==> src/rtl/cl_pixel_packer_pkg.sv <==
// Shared definitions for the Camera Link pixel packer.
// Holds the framing FSM encoding, the 4-pixel group field slices and the log2 helper.
package cl_pixel_packer_pkg;

  localparam int unsigned PX_W_DEF = 12;

  typedef enum logic [1:0] {
    ST_IDLE  = 2'd0,
    ST_FRAME = 2'd1,
    ST_LINE  = 2'd2,
    ST_FLUSH = 2'd3
  } state_t;

  // Group field slices: p0 (leftmost) in the MSBs, p3 in the LSBs.
  localparam int unsigned P0_MSB = 4 * PX_W_DEF - 1;
  localparam int unsigned P0_LSB = 3 * PX_W_DEF;
  localparam int unsigned P1_MSB = 3 * PX_W_DEF - 1;
  localparam int unsigned P1_LSB = 2 * PX_W_DEF;
  localparam int unsigned P2_MSB = 2 * PX_W_DEF - 1;
  localparam int unsigned P2_LSB = PX_W_DEF;
  localparam int unsigned P3_MSB = PX_W_DEF - 1;
  localparam int unsigned P3_LSB = 0;

  // Bits needed to hold values 0..v-1 (minimum 1).
  function automatic int unsigned clog2(input int unsigned v);
    int unsigned r;
    r = 1;
    for (int i = 1; i < 32; i++) begin
      if ((32'd1 << i) < v) r = 32'(i + 1);
    end
    return r;
  endfunction

endpackage

==> src/rtl/cl_pixel_packer_pixel_group_packer.sv <==
// pixel_group_packer: 3-to-4 residual buffer for one sensor row.
// Ports: cl_clk/reset; beat appends 3 pixels, flush closes the line, clear drops
// the residual; group_c/emit_c/partial_c/short_c are the combinational results.
module pixel_group_packer
  import cl_pixel_packer_pkg::*;
#(
  parameter int unsigned PIXEL_SIZE = PX_W_DEF
) (
  input  logic                    cl_clk,
  input  logic                    reset,
  input  logic                    beat,
  input  logic                    flush,
  input  logic                    clear,
  input  logic [3*PIXEL_SIZE-1:0] pixels,
  output logic [4*PIXEL_SIZE-1:0] group_c,
  output logic                    emit_c,
  output logic                    partial_c,
  output logic                    short_c
);

  logic [1:0]            cnt, cnt_d;
  logic [PIXEL_SIZE-1:0] r0, r1, r2, r0_d, r1_d, r2_d;
  logic [PIXEL_SIZE-1:0] n0, n1, n2;

  assign n0 = pixels[3*PIXEL_SIZE-1 -: PIXEL_SIZE];
  assign n1 = pixels[2*PIXEL_SIZE-1 -: PIXEL_SIZE];
  assign n2 = pixels[PIXEL_SIZE-1 -: PIXEL_SIZE];

  // Residual buffer state; r0 is always the oldest pixel.
  always_ff @(posedge cl_clk or posedge reset) begin
    if (reset) begin
      cnt <= 2'd0;
      r0  <= '0;
      r1  <= '0;
      r2  <= '0;
    end else begin
      cnt <= cnt_d;
      r0  <= r0_d;
      r1  <= r1_d;
      r2  <= r2_d;
    end
  end

  // Oldest four of (residual ++ new beat) form the group; leftovers shift down.
  always_comb begin
    cnt_d     = cnt;
    r0_d      = r0;
    r1_d      = r1;
    r2_d      = r2;
    group_c   = '0;
    emit_c    = 1'b0;
    partial_c = 1'b0;
    short_c   = 1'b0;
    if (beat) begin
      case (cnt)
        2'd0: begin
          r0_d  = n0;
          r1_d  = n1;
          r2_d  = n2;
          cnt_d = 2'd3;
        end
        2'd1: begin
          group_c = {r0, n0, n1, n2};
          emit_c  = 1'b1;
          cnt_d   = 2'd0;
        end
        2'd2: begin
          group_c = {r0, r1, n0, n1};
          emit_c  = 1'b1;
          r0_d    = n2;
          cnt_d   = 2'd1;
        end
        default: begin
          group_c = {r0, r1, r2, n0};
          emit_c  = 1'b1;
          r0_d    = n1;
          r1_d    = n2;
          cnt_d   = 2'd2;
        end
      endcase
    end else if (flush) begin
      if (cnt == 2'd3) begin
        group_c   = {r0, r1, r2, PIXEL_SIZE'(0)};
        emit_c    = 1'b1;
        partial_c = 1'b1;
      end
      short_c = (cnt == 2'd1) || (cnt == 2'd2);
      cnt_d   = 2'd0;
    end else if (clear) begin
      cnt_d = 2'd0;
    end
  end

endmodule

==> src/rtl/cl_pixel_packer.sv <==
// cl_pixel_packer: Camera Link front end. Repacks 3-pixel beats (top and bottom
// rows) into 4-pixel column groups, tracks frame/line framing and the row index.
// Ports: cl_clk, reset (async, active-high); fval/lval/dval framing; tap_top/tap_btm
// 3-pixel beats; err_clr. Outputs: pixel012_valid/pixel3_valid, l_col/r_col,
// pixel_top/pixel_btm groups, row, frame_start/line_end pulses, err_short/err_ovf.
module cl_pixel_packer
  import cl_pixel_packer_pkg::*;
#(
  parameter int unsigned PIXEL_SIZE = PX_W_DEF,
  parameter int unsigned N_COL_SIZE = 12,
  parameter int unsigned N_ROW_SIZE = 11,
  parameter int unsigned LINE_WIDTH = 1536
) (
  input  logic                    cl_clk,
  input  logic                    reset,
  input  logic                    fval,
  input  logic                    lval,
  input  logic                    dval,
  input  logic [3*PIXEL_SIZE-1:0] tap_top,
  input  logic [3*PIXEL_SIZE-1:0] tap_btm,
  input  logic                    err_clr,
  output logic                    pixel012_valid,
  output logic                    pixel3_valid,
  output logic [N_COL_SIZE-1:0]   l_col,
  output logic [N_COL_SIZE-1:0]   r_col,
  output logic [4*PIXEL_SIZE-1:0] pixel_top,
  output logic [4*PIXEL_SIZE-1:0] pixel_btm,
  output logic [N_ROW_SIZE-1:0]   row,
  output logic                    frame_start,
  output logic                    line_end,
  output logic                    err_short,
  output logic                    err_ovf
);

  localparam int unsigned CNT_W = clog2(LINE_WIDTH + 4);

  state_t                  state, state_d;
  logic                    fval_prev, lval_prev;
  logic                    fval_rise, lval_rise;
  logic                    beat, fits, accept, ovf_event, flush, clear, flush_cycle;
  logic [CNT_W-1:0]        pix_cnt;
  logic [N_COL_SIZE-1:0]   col_cnt;
  logic                    ovf_line;
  logic [4*PIXEL_SIZE-1:0] grp_top, grp_btm;
  logic                    emit_top, emit_btm, partial_top, partial_btm, short_top, short_btm;
  logic                    emit, partial, short_ev;

  assign fval_rise = fval & ~fval_prev;
  assign lval_rise = lval & ~lval_prev;

  // The lval rising cycle is already the first beat of the line.
  assign beat = fval & lval & dval &
                ((state == ST_LINE) | ((state == ST_FRAME) & lval_rise));
  assign fits        = (pix_cnt + CNT_W'(3)) <= CNT_W'(LINE_WIDTH);
  assign accept      = beat & fits & ~ovf_line;
  assign ovf_event   = beat & ~fits;
  assign flush_cycle = fval & (state == ST_FLUSH);
  assign flush       = flush_cycle & ~ovf_line;
  assign clear       = (state != ST_LINE);

  // Both rows share control, so their flags match; OR-ing keeps both observed.
  assign emit     = emit_top | emit_btm;
  assign partial  = partial_top | partial_btm;
  assign short_ev = short_top | short_btm;

  pixel_group_packer #(.PIXEL_SIZE(PIXEL_SIZE)) u_pack_top (
    .cl_clk    (cl_clk),
    .reset     (reset),
    .beat      (accept),
    .flush     (flush),
    .clear     (clear),
    .pixels    (tap_top),
    .group_c   (grp_top),
    .emit_c    (emit_top),
    .partial_c (partial_top),
    .short_c   (short_top)
  );

  pixel_group_packer #(.PIXEL_SIZE(PIXEL_SIZE)) u_pack_btm (
    .cl_clk    (cl_clk),
    .reset     (reset),
    .beat      (accept),
    .flush     (flush),
    .clear     (clear),
    .pixels    (tap_btm),
    .group_c   (grp_btm),
    .emit_c    (emit_btm),
    .partial_c (partial_btm),
    .short_c   (short_btm)
  );

  // FSM state register.
  always_ff @(posedge cl_clk or posedge reset) begin
    if (reset) state <= ST_IDLE;
    else       state <= state_d;
  end

  // Framing next-state; fval low overrides everything.
  always_comb begin
    state_d = state;
    unique case (state)
      ST_IDLE:  if (fval_rise) state_d = ST_FRAME;
      ST_FRAME: if (lval_rise) state_d = ST_LINE;
      ST_LINE:  if (!lval)     state_d = ST_FLUSH;
      ST_FLUSH: state_d = ST_FRAME;
      default:  state_d = ST_IDLE;
    endcase
    if (!fval) state_d = ST_IDLE;
  end

  // Edge detectors reset high so a frame already in progress at reset release is skipped.
  always_ff @(posedge cl_clk or posedge reset) begin
    if (reset) begin
      fval_prev <= 1'b1;
      lval_prev <= 1'b1;
    end else begin
      fval_prev <= fval;
      lval_prev <= lval;
    end
  end

  // Per-line counters; held at zero outside a line.
  always_ff @(posedge cl_clk or posedge reset) begin
    if (reset) begin
      pix_cnt  <= '0;
      col_cnt  <= '0;
      ovf_line <= 1'b0;
    end else begin
      if (accept)                pix_cnt <= pix_cnt + CNT_W'(3);
      else if (state != ST_LINE) pix_cnt <= '0;

      if (emit & ~partial)       col_cnt <= col_cnt + N_COL_SIZE'(4);
      else if (state != ST_LINE) col_cnt <= '0;

      if (ovf_event)             ovf_line <= 1'b1;
      else if (state != ST_LINE) ovf_line <= 1'b0;
    end
  end

  // Registered output bus.
  always_ff @(posedge cl_clk or posedge reset) begin
    if (reset) begin
      pixel012_valid <= 1'b0;
      pixel3_valid   <= 1'b0;
      l_col          <= '0;
      r_col          <= '0;
      pixel_top      <= '0;
      pixel_btm      <= '0;
      row            <= '0;
      frame_start    <= 1'b0;
      line_end       <= 1'b0;
      err_short      <= 1'b0;
      err_ovf        <= 1'b0;
    end else begin
      pixel012_valid <= emit;
      pixel3_valid   <= emit & ~partial;
      if (emit) begin
        l_col     <= col_cnt;
        r_col     <= col_cnt + (partial ? N_COL_SIZE'(2) : N_COL_SIZE'(3));
        pixel_top <= grp_top;
        pixel_btm <= grp_btm;
      end
      frame_start <= (state == ST_IDLE) & fval_rise;
      line_end    <= flush_cycle;
      if ((state == ST_IDLE) & fval_rise) row <= '0;
      else if (flush_cycle)               row <= row + N_ROW_SIZE'(1);
      // A new error event beats a simultaneous clear.
      err_short <= short_ev  | (err_short & ~err_clr);
      err_ovf   <= ovf_event | (err_ovf & ~err_clr);
    end
  end

endmodule

==> config.mk <==
export PLATFORM = sky130hd
export DESIGN_NAME = cl_pixel_packer
export DESIGN_NICKNAME = d
export VERILOG_FILES = /design/src/rtl/cl_pixel_packer_pkg.sv /design/src/rtl/cl_pixel_packer_pixel_group_packer.sv /design/src/rtl/cl_pixel_packer.sv
export SDC_FILE = /design/constraint.sdc
export NUM_CORES = 1
export LEC_CHECK = 0
export CAP_MARGIN = 20
export CELL_PAD_IN_SITES_DETAIL_PLACEMENT = 0
export CELL_PAD_IN_SITES_GLOBAL_PLACEMENT = 1
export CORE_MARGIN = 10
export CORE_UTILIZATION = 43
export CTS_BUF_LIST = sky130_fd_sc_hd__clkbuf_8
export CTS_CLUSTER_DIAMETER = 200
export DETAILED_ROUTE_END_ITERATION = 16
export PLACE_DENSITY_LB_ADDON = 0.1
export SLEW_MARGIN = 10
export SYNTH_ARGS = -nofsm -noshare
export SYNTH_HDL_FRONTEND = slang
export SYNTH_SLANG_ARGS = --single-unit
==> constraint.sdc <==
create_clock -name cl_clk -period 9.39 [get_ports cl_clk]
set_input_delay 0.939 -clock cl_clk [delete_from_list [all_inputs] [get_ports cl_clk]]
set_output_delay 0.939 -clock cl_clk [all_outputs]
set_load 0.05 [all_outputs]
* After elaboration in Yosys (flattened, before gate mapping)
Index checks and enable logic that the tools add are counted.
** Storage, ports and cells
- Bits in registers :: 241
- Input port bits :: 78
- Output and inout bits :: 137
- Word-level logic and storage cells :: 139
** Cells by class
- Add/subtract/negate cells :: 4
- Order comparisons :: 1
- Equal/unequal tests :: 13
- Muxes and demuxes :: 46
- Bitwise logic cells :: 31
- Reductions and logical operators :: 19
** Operators with widths (count)
- two-way mux 48 bit :: 6
- one-hot mux 48 bit (3 select lines) :: 2
- one-hot mux 12 bit (3 select lines) :: 2
- one-hot mux 12 bit (2 select lines) :: 2
- two-way mux 11 bit :: 4
- two-way mux 12 bit :: 2
- two-way mux 1 bit :: 17
- two-way mux 2 bit :: 8
- bitwise AND 1 bit :: 15
- adder 12 x 2 -> 12 bit :: 1
- adder 12 x 3 -> 12 bit (second input constant) :: 1
- == test 2 bit (second input constant) :: 6
- one-hot mux 2 bit (3 select lines) :: 2
- AND reduction 2 bit :: 6
- adder 11 x 1 -> 11 bit (second input constant) :: 1
- adder 11 x 2 -> 11 bit (second input constant) :: 1
- less-or-equal comparator 11 bit (second input constant) :: 1
- inverter 1 bit :: 10
- != test 3 bit (second input constant) :: 3
- one-hot mux 2 bit (4 select lines) :: 1
- nonzero test 2 bit :: 4
- == test 2 x 1 -> 1 bit (second input constant) :: 3
- logical NOT 2 bit :: 3
- bitwise OR 1 bit :: 6
- other kinds (5) :: 7

* Depth between registers and ports, before layout
- Depth in word-level cells :: 12
- Mapped depth :: 15
- Depth with buffers taken out :: 10

* Hierarchy
From an unflattened synthesis, not the netlist that was laid out.
** Second synthesis, totals
- Cells, all modules :: 1273
- Area total of the unflattened synthesis :: 11569.8 µm²
** By module, submodules not included
- cl_pixel_packer :: times used 1, cells each 731, area an instance 6597.6 µm², seq. area each 4006.3 µm²
- pixel_group_packer :: times used 2, cells each 271, area an instance 2486.1 µm², seq. area each 950.9 µm²

* Worst setup path before layout
Ideal clock, no wire load.
- Path type :: register -> register
- Start point :: register pix_cnt[1]
- End point :: register l_col[2]
- Setup time :: 125 ps
- Arrival :: 2657 ps
- Data required time :: 9265 ps
- Slack :: 6608 ps
- Stages on the path, launching flop included :: 14
- Path buffers :: 4
- Period minus slack after synthesis :: 2782 ps
- Cells stage by stage :: dfrtp_1 -> clkbuf_2 -> inv_1 -> ha_1 -> clkbuf_1 -> or4_1 -> o22ai_1 -> a32o_2 -> o21a_1 -> buf_6 -> nor2_4 -> nor2_4 -> buf_2 -> mux2_2
** On the way
- Word-level cells in the longest chain between the ends :: 6
- Elaborated cells on any way between the ends :: 7
- Classes of those cells :: add/sub: 1; order compare: 1; mux: 2; bitwise: 3
** Ends and longest elaborated chain
- from (decl) :: line cl_pixel_packer.sv:41 : logic [CNT_W-1:0] pix_cnt;
- from (signal assigned) :: line cl_pixel_packer.sv:129 : if (accept) pix_cnt <= pix_cnt + CNT_W'(3);
- adder 11 x 2 -> 11 bit * :: line cl_pixel_packer.sv:54 : assign fits = (pix_cnt + CNT_W'(3)) <= CNT_W'(LINE_WIDTH);
- less-or-equal comparator 11 bit * :: line cl_pixel_packer.sv:54
- bitwise AND 1 bit * (2 in series) :: line cl_pixel_packer.sv:55 : assign accept = beat & fits & ~ovf_line;
- two-way mux 1 bit :: line cl_pixel_packer_pixel_group_packer.sv:54 : if (beat) begin
- bitwise OR 1 bit * :: line cl_pixel_packer.sv:62 : assign emit = emit_top | emit_btm;
- to (signal assigned) :: line cl_pixel_packer.sv:158 : l_col <= col_cnt;
- to (decl) :: line cl_pixel_packer.sv:24 : output logic [N_COL_SIZE-1:0] l_col,
Mark *: on every way between the ends. The rest lies on a longest branch, timed or not.
A chain may end at the register's enable or synchronous reset.

* Worst setup path after layout
- Start point :: register state[0]
- End point :: register pixel_btm[16]
** On the way
- Word-level cells in the longest chain between the ends :: 8
- Elaborated cells on any way between the ends :: 17
- Classes of those cells :: eq/ne: 3; mux: 6; bitwise: 8
** Ends and longest elaborated chain
- from (decl) :: line cl_pixel_packer.sv:37 : state_t state, state_d;
- from (signal assigned) :: line cl_pixel_packer.sv:95 : else state <= state_d;
- == test 2 x 1 -> 1 bit :: line cl_pixel_packer.sv:53 : ((state == ST_LINE) | ((state == ST_FRAME) & lval_rise));
- bitwise AND 1 bit :: line cl_pixel_packer.sv:53
- bitwise OR 1 bit :: line cl_pixel_packer.sv:53
- bitwise AND 1 bit :: line cl_pixel_packer.sv:52 : assign beat = fval & lval & dval &
- bitwise AND 1 bit (2 in series) :: line cl_pixel_packer.sv:55
- two-way mux 1 bit :: line cl_pixel_packer_pixel_group_packer.sv:54
- bitwise OR 1 bit :: line cl_pixel_packer.sv:62
- to (signal assigned) :: line cl_pixel_packer.sv:161 : pixel_btm <= grp_btm;
- to (decl) :: line cl_pixel_packer.sv:27 : output logic [4*PIXEL_SIZE-1:0] pixel_btm,
Several ways; a longest one is shown, not always the timed one.

==> impl_results.md <==
* Status: complete, no violations
* CTS Hold Bufs at 0
* Global placement routability congestion at between 0.8 and 0.9
* H-tree depth at 2
* Post-DP HPWL at approximately 25000 um
* Cell variety after synth at 59
* Pre-CTS setup slack at about 4.8 ns
* Final min period at roughly 4.2 ns
* R2r endpoint: pixel_btm[16]$_DFFE_PP0N_
* Critical path class: flip-flop to flip-flop
* Worst Path Buf+Inv at 4
* Clock root cell: clkbuf_8
* Wire per inst at about 21 um
* CP max stage cell: ha_1
* Total power at about 3.2 mW
* CP most frequent cell: nor2_4
* GRT Total Usage at between 20% and 30%
* Top Metal Used: met4
* Met3 WL at ~2500 um
* Slew Limit Fails at 0
* Hold path start: pixel_btm[7]$_DFFE_PP0N_
* CP top delay family: simple AND/OR/NAND/NOR gates
* Initial antenna violation count at 0
* Height of the die at between 150 and 200 um
* PD cells at between 200 and 250 nW/um2
* Sequential area share after synthesis at a little under half
* DR vias at around 10000
* Switching share of power at about a third
* Endpoint, Worst Hold: pixel_btm[7]$_DFFE_PP0N_
* RSZ-0062 raised after global routing: false
* Most numerous cell in the Yosys netlist: dfrtp_1
* Worst-Margin Slew at about 1.0 ns
* Post-synth top area cell: dfrtp_1
* Fmax at around 0.24 GHz
* Leak at 6.98 nW
* Metal-1 WL at approximately 17000 um
* WHS Path Cells at 1
* Final WS setup at around 5.2 ns
* Number of flops mapped to enable cells by yosys at 0
* Final worst-path cycle share at 44.6%
* Largest cells by area after synthesis: dfrtp_1, mux2i_1, mux2_4, a21oi_1, a22oi_1
* First-pass GRT wire length at slightly below 60000 um
* CP Capture Type: flip-flop
* Nets at 1468
* Sw Pwr at 1.10 mW
* I/O pin count at around 220
* Final cell count without fillers at between 1500 and 2000
* Top cells by count, synth: dfrtp_1, nand2_1, nor2_1
* Crit-path cells: inv_1, ha_1, o2111ai_1, nor2_1, nand2_1, nor2_4, nor2_4, clkinv_2, buf_4, buf_12, mux2_4
* IO Port Bufs at between 200 and 250
* Ys Warns at 0
* CP required at between 9 and 10 ns
* Slew headroom at between 30 and 40%
* First DRT Iteration DRCs at just under 800
* Ys async rst share at between 90% and 100%
* Top cell type's share of synthesized area at between 40 and 50%
* Filler cell count at around 2500
* Comb pwr share at roughly a quarter
* Hold Violations, Final at 0
* CTS Buf Count at 45
* Initial Utilization at between 40% and 50%
* Total global routing overflow at 0
* Worst hold path type: flip-flop to flip-flop
* Row count at approximately 60
* Clock sinks at approximately 240
* DRC at 0
* Chip width at 189 um
* Max Root-Sink Buffers at 3
* Wirelength, routed at approximately 38000 um
* Drt pass-1 iters at 5
* Primary FF master, synth: dfrtp_1
* Int Power at around 2.1 mW
* R2r startpoint: state[0]$_DFFE_PP0P_
* Clock power frac at a little over 30%
* Number of antenna repair diodes at 0
* Cells after Synth at between 1000 and 1500
* DR WL met2 at roughly 18000 um
* Sequential fraction of design power at approximately 43%
* Critical Path AT at 4.63 ns
* Core area at 28000 um2
* Die area at roughly 36000 um2
* Peak supply drop at roughly 0.00010 V
* DP Cell Count at 1700
* Register-to-Register Path Depth at 11
* Mapped Avg Cell Area at 10.3 um2
* Setup Viol. Count Final at 0
* Antenna Nets Post-Route at 0
* Postcts setup bufs at 0
* TNS Setup at 0 ns
* Synthesis-to-finish area growth at 25.6%
* Share of post-route cells with drive strength above 1 at 14.6%
* Crit-path max cell delay at approximately 0.6 ns
* R2r setup slk at between 5 and 6 ns
* Vias per cell at 5.66
* Max-capacitance violation count at 0
* CTS tree: yes
* Synth Register Bits at roughly 240
* # resized after CTS at 0
* Clock slew at reported path FFs at around 0.06 ns
* Largest net degree at the start of global routing at roughly 110
* Critical Path Fanout Max at 37
* Final Skew at approximately 0.022 ns
* Cell area after synthesis at around 12000 um2
* Instance count on the critical path at 11
* Vias in the first global route at between 10000 and 15000
* Crit start category: flip-flop
* Clock Latency Late Sink at ~0.57 ns
state kept, by name (all words and copies together), names as in the netlist, 2 cells and up:
| register | count |
|---|---|
| u_pack_btm.r1 | 12 |
| l_col | 10 |
| u_pack_btm.r2 | 12 |
| pixel_btm | 48 |
| u_pack_top.r1 | 12 |
| r_col | 11 |
| u_pack_top.cnt | 2 |
| col_cnt | 10 |
| pixel_top | 48 |
| u_pack_btm.cnt | 2 |
| pix_cnt | 11 |
| row | 11 |
| u_pack_btm.r0 | 12 |
| u_pack_top.r2 | 12 |
| u_pack_top.r0 | 12 |
| state | 2 |
per-layer routing:
metal / track usage, % / vias up
met5: 0 / -
met4: 4.58 / 0
met3: 5.37 / 46
met2: 32.6 / 285
met1: 27.7 / 5009
li1: - / 4733
worst max path at each step:
stage	start	slack [ns]	to
2_1_floorplan	reset	1.98	col_cnt[10]$_DFFE_PP0P_
3_3_place_gp	fval	4.90	pixel_btm[17]$_DFFE_PP0N_
3_5_place_dp	fval	4.76	pixel_btm[19]$_DFFE_PP0N_
4_1_cts	state[0]$_DFFE_PP0P_	5.10	pixel_btm[16]$_DFFE_PP0N_
5_1_grt	state[0]$_DFFE_PP0P_	4.88	pixel_btm[16]$_DFFE_PP0N_
6_report	state[0]$_DFFE_PP0P_	5.20	pixel_btm[16]$_DFFE_PP0N_
power by group through the flow:
stage | Clock [mW] | Combinational (mW) | Sequential [mW]
floorplan | 0 | 0.455 | 1.48
global placement | 0 | 0.830 | 1.38
detailed placement | 0 | 0.842 | 1.39
CTS | 1.02 | 0.844 | 1.37
global route | 1.07 | 0.925 | 1.40
finish | 0.993 | 0.847 | 1.37
area by class of cell:
class	instances	area, um2	share of cell area [%]
clock inverter	23	119	0.768
timing repair buffer	232	2310	14.9
inverter	17	72.6	0.469
tap	378	473	3.06
sequential	236	5910	38.2
clock buffer	55	757	4.89
multi-input combinational	840	5830	37.7
kinds of logic (layout without fill, tap and decap cells):
family | Yosys count | after routing | share of synthesized area, %
adder cells (fa/ha/maj) | 18 | 18 | 1.83
other | 1 | 2 | 0.0304
XOR/XNOR | 14 | 14 | 0.996
AO/OA/AOI/OAI | 360 | 360 | 20.9
multiplexers | 118 | 118 | 11.3
flip-flops | 236 | 236 | 48.0
AND/OR/NAND/NOR | 328 | 328 | 12.2
buffers and inverters | 120 | 327 | 4.83
metrics by stage:
stage          util [%]  area (um2)  hold slack (ns)
5_1_grt            55.2       15500            0.499
4_1_cts            55.0       15400            0.478
3_3_place_gp       51.9       14500            0.459
2_1_floorplan         -       12300            0.452
3_5_place_dp       51.9       14500            0.466
6_report           55.2       15500            0.475
cells in the final DEF (no fill, tap or decap), types with 29 or more instances in the layout:
cell / n
dfrtp_1: 234
clkdlybuf4s50_1: 212
nand2_1: 104
nor2_1: 100
a21oi_1: 93
a22oi_1: 60
clkbuf_8: 55
mux2i_1: 49
nor3_1: 45
o21ai_0: 44
a22o_1: 39
mux2_2: 37
inv_1: 34
mux2_4: 32
nand3_1: 29
Note: power is estimated with default switching activity, not from simulation.
